**src/rtl/picoblaze_interrupt_arbiter_if.sv**
```systemverilog
// Core-side port bus and interrupt handshake of the PicoBlaze interrupt arbiter.
//
// master (core side)    : drives port_id, out_port, write_strobe, read_strobe,
//                         interrupt_ack; receives interrupt, rd_data, rd_hit
// slave  (arbiter side) : the mirror image of master
interface picoblaze_interrupt_arbiter_if;
  logic [7:0] port_id;
  logic [7:0] out_port;
  logic       write_strobe;
  logic       read_strobe;
  logic       interrupt_ack;
  logic       interrupt;
  logic [7:0] rd_data;
  logic       rd_hit;

  modport master (
    output port_id, out_port, write_strobe, read_strobe, interrupt_ack,
    input  interrupt, rd_data, rd_hit
  );

  modport slave (
    input  port_id, out_port, write_strobe, read_strobe, interrupt_ack,
    output interrupt, rd_data, rd_hit
  );
endinterface

```
**src/rtl/picoblaze_interrupt_arbiter.sv**
```systemverilog
// Multi-source interrupt arbiter for the PicoBlaze core.
// Latches rising edges on up to 8 event sources into pending bits, masks and
// prioritises them (index 0 highest), and drives the core's single interrupt
// line. The request is held until interrupt_ack, after which the arbiter stays
// in service until firmware writes an end-of-interrupt (EOI).
//
// Ports
//   clk      : system clock
//   reset    : synchronous, active-high reset
//   src_req  : NUM_SRC event inputs, a 0->1 transition is one event
//   bus      : slave side of the core port bus (port_id/out_port/strobes,
//              interrupt/interrupt_ack handshake, registered rd_data/rd_hit)
//
// Writes: port_id[5] loads the mask, port_id[4] is EOI (SERVICE only).
// Reads : STATUS_PORT, PEND_PORT, MASK_RD_PORT, OVR_PORT, one cycle latency.
module picoblaze_interrupt_arbiter #(
  parameter int         NUM_SRC      = 4,
  parameter logic [7:0] STATUS_PORT  = 8'h01,
  parameter logic [7:0] PEND_PORT    = 8'h02,
  parameter logic [7:0] MASK_RD_PORT = 8'h03,
  parameter logic [7:0] OVR_PORT     = 8'h04
) (
  input  logic                         clk,
  input  logic                         reset,
  input  logic [NUM_SRC-1:0]           src_req,
  picoblaze_interrupt_arbiter_if.slave bus
);

  localparam logic [1:0] S_IDLE    = 2'd0;
  localparam logic [1:0] S_ASSERT  = 2'd1;
  localparam logic [1:0] S_SERVICE = 2'd2;

  logic [1:0]         state;
  logic [NUM_SRC-1:0] src_q;
  logic [NUM_SRC-1:0] pend;
  logic [NUM_SRC-1:0] ovr;
  logic [NUM_SRC-1:0] mask;
  logic [2:0]         act_id;
  logic               irq;
  logic [7:0]         rd_data_q;
  logic               rd_hit_q;

  logic [NUM_SRC-1:0] evt;
  logic [NUM_SRC-1:0] req;
  logic [NUM_SRC-1:0] eoi_clr;
  logic [2:0]         win_id;
  logic               eoi;
  logic               mask_wr;
  logic [7:0]         status;
  logic [7:0]         rd_next;
  logic               hit_next;

  // read_strobe is informational and out_port is only partly decoded.
  logic unused_bits;
  assign unused_bits = ^{bus.read_strobe, bus.out_port};

  assign bus.interrupt = irq;
  assign bus.rd_data   = rd_data_q;
  assign bus.rd_hit    = rd_hit_q;

  // Event detection, write decode and the EOI clear vector.
  // EOI only counts in SERVICE so a stray write elsewhere cannot drop a request.
  always_comb begin
    evt     = src_req & ~src_q;
    req     = pend & mask;
    mask_wr = bus.write_strobe & bus.port_id[5];
    eoi     = bus.write_strobe & bus.port_id[4] & (state == S_SERVICE);
    eoi_clr = '0;
    for (int i = 0; i < NUM_SRC; i++) begin
      if (eoi && (act_id == 3'(i))) eoi_clr[i] = 1'b1;
    end
  end

  // Priority encoder: scanning downwards leaves the lowest set index.
  always_comb begin
    win_id = 3'd0;
    for (int i = NUM_SRC - 1; i >= 0; i--) begin
      if (req[i]) win_id = 3'(i);
    end
  end

  // Read decode on the full port address; the registered result matches the
  // core's pipelined input mux.
  always_comb begin
    status   = {(state == S_SERVICE), irq, 3'b000, act_id};
    rd_next  = 8'h00;
    hit_next = 1'b1;
    case (bus.port_id)
      STATUS_PORT:  rd_next = status;
      PEND_PORT:    rd_next = 8'(pend);
      MASK_RD_PORT: rd_next = 8'(mask);
      OVR_PORT:     rd_next = 8'(ovr);
      default:      hit_next = 1'b0;
    endcase
  end

  // Pending/overrun bookkeeping, mask register, arbitration FSM and read
  // registers. A new event on the source being cleared by EOI wins for pend,
  // while its overrun is still cleared. act_id returns to 0 at EOI so STATUS
  // reads zero while idle.
  always_ff @(posedge clk) begin
    if (reset) begin
      src_q     <= src_req;
      pend      <= '0;
      ovr       <= '0;
      mask      <= '0;
      state     <= S_IDLE;
      act_id    <= 3'd0;
      irq       <= 1'b0;
      rd_data_q <= 8'h00;
      rd_hit_q  <= 1'b0;
    end else begin
      src_q     <= src_req;
      pend      <= (pend & ~eoi_clr) | evt;
      ovr       <= (ovr | (evt & pend)) & ~eoi_clr;
      rd_data_q <= rd_next;
      rd_hit_q  <= hit_next;
      if (mask_wr) mask <= bus.out_port[NUM_SRC-1:0];
      case (state)
        S_IDLE: begin
          if (|req) begin
            act_id <= win_id;
            irq    <= 1'b1;
            state  <= S_ASSERT;
          end
        end
        S_ASSERT: begin
          if (bus.interrupt_ack) begin
            irq   <= 1'b0;
            state <= S_SERVICE;
          end
        end
        S_SERVICE: begin
          if (eoi) begin
            act_id <= 3'd0;
            state  <= S_IDLE;
          end
        end
        default: state <= S_IDLE;
      endcase
    end
  end

endmodule
```
**src/flat_wrapper.sv**
```systemverilog
// flat-port wrapper written by rule: the top's interface ports become plain ports
module picoblaze_interrupt_arbiter_flat 
#(
  parameter int         NUM_SRC      = 4,
  parameter logic [7:0] STATUS_PORT  = 8'h01,
  parameter logic [7:0] PEND_PORT    = 8'h02,
  parameter logic [7:0] MASK_RD_PORT = 8'h03,
  parameter logic [7:0] OVR_PORT     = 8'h04
)
  (clk, reset, src_req, bus_port_id, bus_out_port, bus_write_strobe, bus_read_strobe, bus_interrupt_ack, bus_interrupt, bus_rd_data, bus_rd_hit);
  picoblaze_interrupt_arbiter_if bus_i ();
  input  logic clk;
  input  logic reset;
  input  logic [NUM_SRC-1:0] src_req;
  input wire logic [$bits(bus_i.port_id)-1:0] bus_port_id;
  input wire logic [$bits(bus_i.out_port)-1:0] bus_out_port;
  input wire logic [$bits(bus_i.write_strobe)-1:0] bus_write_strobe;
  input wire logic [$bits(bus_i.read_strobe)-1:0] bus_read_strobe;
  input wire logic [$bits(bus_i.interrupt_ack)-1:0] bus_interrupt_ack;
  output wire logic [$bits(bus_i.interrupt)-1:0] bus_interrupt;
  output wire logic [$bits(bus_i.rd_data)-1:0] bus_rd_data;
  output wire logic [$bits(bus_i.rd_hit)-1:0] bus_rd_hit;
  assign bus_i.port_id = bus_port_id;
  assign bus_i.out_port = bus_out_port;
  assign bus_i.write_strobe = bus_write_strobe;
  assign bus_i.read_strobe = bus_read_strobe;
  assign bus_i.interrupt_ack = bus_interrupt_ack;
  assign bus_interrupt = bus_i.interrupt;
  assign bus_rd_data = bus_i.rd_data;
  assign bus_rd_hit = bus_i.rd_hit;
  picoblaze_interrupt_arbiter #(.NUM_SRC(NUM_SRC), .STATUS_PORT(STATUS_PORT), .PEND_PORT(PEND_PORT), .MASK_RD_PORT(MASK_RD_PORT), .OVR_PORT(OVR_PORT)) u_core (.clk(clk), .reset(reset), .src_req(src_req), .bus(bus_i));
endmodule
```
**config.mk**
```make
export PLATFORM = sky130hd
export DESIGN_NAME = picoblaze_interrupt_arbiter_flat
export DESIGN_NICKNAME = d
export VERILOG_FILES = /design/src/rtl/picoblaze_interrupt_arbiter_if.sv /design/src/rtl/picoblaze_interrupt_arbiter.sv /design/src/flat_wrapper.sv
export SDC_FILE = /design/constraint.sdc
export NUM_CORES = 1
export LEC_CHECK = 0
export ABC_AREA = 0
export CORE_MARGIN = 1
export CORE_UTILIZATION = 49
export DETAILED_ROUTE_END_ITERATION = 8
export PLACE_DENSITY = 0.85
export SYNTH_ARGS = -nofsm -noshare
export SYNTH_HDL_FRONTEND = slang
export SYNTH_SLANG_ARGS = --single-unit
export TNS_END_PERCENT = 20
```
**constraint.sdc**
```tcl
create_clock -name clk -period 2.5 [get_ports clk]
set_input_delay 0.25 -clock clk [delete_from_list [all_inputs] [get_ports clk]]
set_output_delay 0.25 -clock clk [all_outputs]
set_load 0.01 [all_outputs]
```
==> results.cfg <==
[setup_path]
worst_setup_path_end_kind = output pin
slowest_stage = clkdlybuf4s50_1
rr_endpoint = u_core.pend[0]
start_kind = flip-flop
path_class = reg -> out
critPathTopFamily = buffers and inverters
worstPathArrival_ns = 1.27
worstPathBufferInverterCount = 1
path_max_fanout = 4
max_stage_delay_ns = 0.55
reg2reg_depth = 4
crit_chain = clkdlybuf4s50_1
required_ns = 2.25
r2r_start = u_core.state[1]
rrSetupSlack_ns = 1.17

[routing]
dr.pass1.iters = 4
vias = 1054
routed_wl_um = 2310
wl_per_cell_um = 12.2
vias_per_cell = 5.58
drc = 0
ant_nets = 0
drtIter0Drc = 19

[logic_synthesis]
synth_edf_count = 0
synth-seq-area-share_pct = 46.6
async_flop_share_pct = 0
synthDistinctLibCells = 40
syn_avg_cell_area_um2 = 8.71
netlist_area_mm2 = 0.00120
synth-seq-cells = 28
syn_inst = 138
synthFlopType = dfxtp_1
ys_warn_count = 0

[global_route]
grt_pass1_wl_um = 3880
grt_use_met2_pct = 36.8
grt_max_degree = 16
use_met3_pct = 3.22
grt_pass1_vias = 960
grt_use_met1_pct = 20.8
top_usage_layer = met2
grt-ovfl-total = 0
grt_util_all_layers_pct = 19.3
antenna_found_initial = 0

[clock_tree]
cts_tree = yes
path_clk_slew_ns = 0.14
cts_max_level = 1
cts_setup_buffers = 0
cts_buffer_depth = 2
cts_resized = 0
clock-root-buffer = clkbuf_4
cts_buffers = 3
postCtsHoldBufs = 0
clock_latency_ns = 0.32
numClockSinks = 28

[final_layout]
syn_to_final_growth_pct = 24.6
nFillCells = 202
num_antenna_cells = 0
nets = 187
layout_common_cells = dfxtp_1 (28), clkdlybuf4s50_1 (27), nor2_1 (17)
final_core_util_pct = 66.4
layout_commonest_cell = dfxtp_1
postLayoutCellArea_mm2 = 0.00150
drive_gt1_share_pct = 5.59

[power_and_ir_drop]
power.leakage_nw = 0.533
total_power_mw = 0.791
ir_worst_vdd_uv = 348
power_density_mw_per_mm2 = 528

[status]
outcome = finished clean

[floorplan]
die_area_mm2 = 0.00266
boundaryPins = 35
start_util_pct = 53.3
die_y_um = 51.5
dieWidth_um = 51.5
design.core.area_mm2 = 0.00225
rows = 17

[placement]
hpwl_um = 1800
place_area_mm2 = 0.00146
place_congestion = 0.831
io_buffers = 27

[sta]
slew_violations = 0
finClkSkew_ns = 0.00299
fin_crit_ns = 1.52
setup_viol_count_final = 0
finalSetupTns_ns = 0
fmax_ghz = 0.658
finalCritPeriodShare_pct = 60.8
grt_setup_unrepaired = false
whs_ns = 0.370
finalHoldViolations = 0

[worst_hold_path]
min_to = u_core.src_q[0]
min_path_cells = 1
hold_path_class = in -> reg
min_from = src_req[0]

[job]
drv_cap = 0
worst max-delay path by stage:
stage	from	to	slack, ns	depth (start not counted)
6_report	u_core.bus.interrupt	bus_interrupt	0.98	1
2_1_floorplan	u_core.state[0]	u_core.pend[0]	1.32	5
4_1_cts	u_core.bus.interrupt	bus_interrupt	0.97	1
3_5_place_dp	bus_port_id[0]	u_core.bus.rd_data[1]	0.79	5
3_3_place_gp	bus_port_id[0]	u_core.bus.rd_data[1]	0.84	5
5_1_grt	u_core.bus.interrupt	bus_interrupt	0.92	1
stage by stage:
| step | setup slack, ns | std cells |
|---|---|---|
| 6_report | 0.981 | 189 |
| 5_1_grt | 0.923 | 189 |
| 4_1_cts | 0.968 | 189 |
| 3_5_place_dp | 0.791 | 185 |
| 3_3_place_gp | 0.840 | 185 |
| 2_1_floorplan | 1.32 | 139 |
cell usage after synthesis (all sizes together) (2+ instances only):
| library cell | number | area [µm²] |
|---|---|---|
| nand2 | 15 | 56.3 |
| nand2b | 3 | 18.8 |
| nor2b | 4 | 25.0 |
| nor3 | 5 | 25.0 |
| nand3b | 4 | 42.5 |
| a21oi | 13 | 65.1 |
| o21a | 3 | 22.5 |
| o21ai | 2 | 10.0 |
| a22oi | 2 | 15.0 |
| mux2 | 2 | 22.5 |
| a31oi | 3 | 18.8 |
| nor2 | 17 | 63.8 |
| mux2i | 3 | 30.0 |
| dfxtp | 28 | 561 |
| nand3 | 7 | 35.0 |
| clkbuf | 3 | 12.5 |
| buf | 7 | 45.0 |
registers in the layout, indices dropped and copies added (netlist names):
name,flops
u_core.act_id,2
u_core.bus.interrupt,1
u_core.bus.rd_data,6
u_core.bus.rd_hit,1
u_core.mask,4
u_core.ovr,4
u_core.pend,4
u_core.src_q,4
u_core.state,2
worst register-to-register path: stages, from the launching register on:
cell and delay, ns:
dfxtp_1 0.52, nand4b_1 0.18, or3_1 0.33, a21oi_1 0.16
nor2_1 0.05
area by class of cell:
type | instances | area (µm²) | area share (%)
multi-input cells | 100 | 584 | 39.0
flip-flops and latches | 28 | 561 | 37.4
repair buffers | 28 | 278 | 18.5
clock buffers | 4 | 36.3 | 2.42
well taps | 28 | 35.0 | 2.34
inverters | 1 | 3.75 | 0.251
cell families (layout without fill, tap and decap cells):
family                    Yosys count  count (layout)  synth area share (%)
muxes                               5               5                  4.37
DFF                                28              28                  46.6
xor gates and xnor gates            1               1                 0.729
and+or+nand+nor                    63              63                  27.1
other                               1               2                 0.312
buffers and inverters              11              33                  5.10
AOI/OAI and AO/OA                  29              29                  15.8
where the power goes:
| group | switching (mW) | internal (mW) | total (mW) | leakage (nW) |
|---|---|---|---|---|
| registers | 0.0168 | 0.463 | 0.480 | 0.229 |
| clock network | 0.124 | 0.0892 | 0.214 | 0.0210 |
| logic | 0.0422 | 0.0552 | 0.0974 | 0.283 |
| total | 0.183 | 0.607 | 0.791 | 0.533 |
layer usage:
layer  vias up  part of all wire [%]
met4         0                   1.5
met1       492                    42
met5         -                     0
li1        524                     -
met2        33                    52
met3         5                   5.3
No activity file was read; power rests on OpenSTA's default activity.
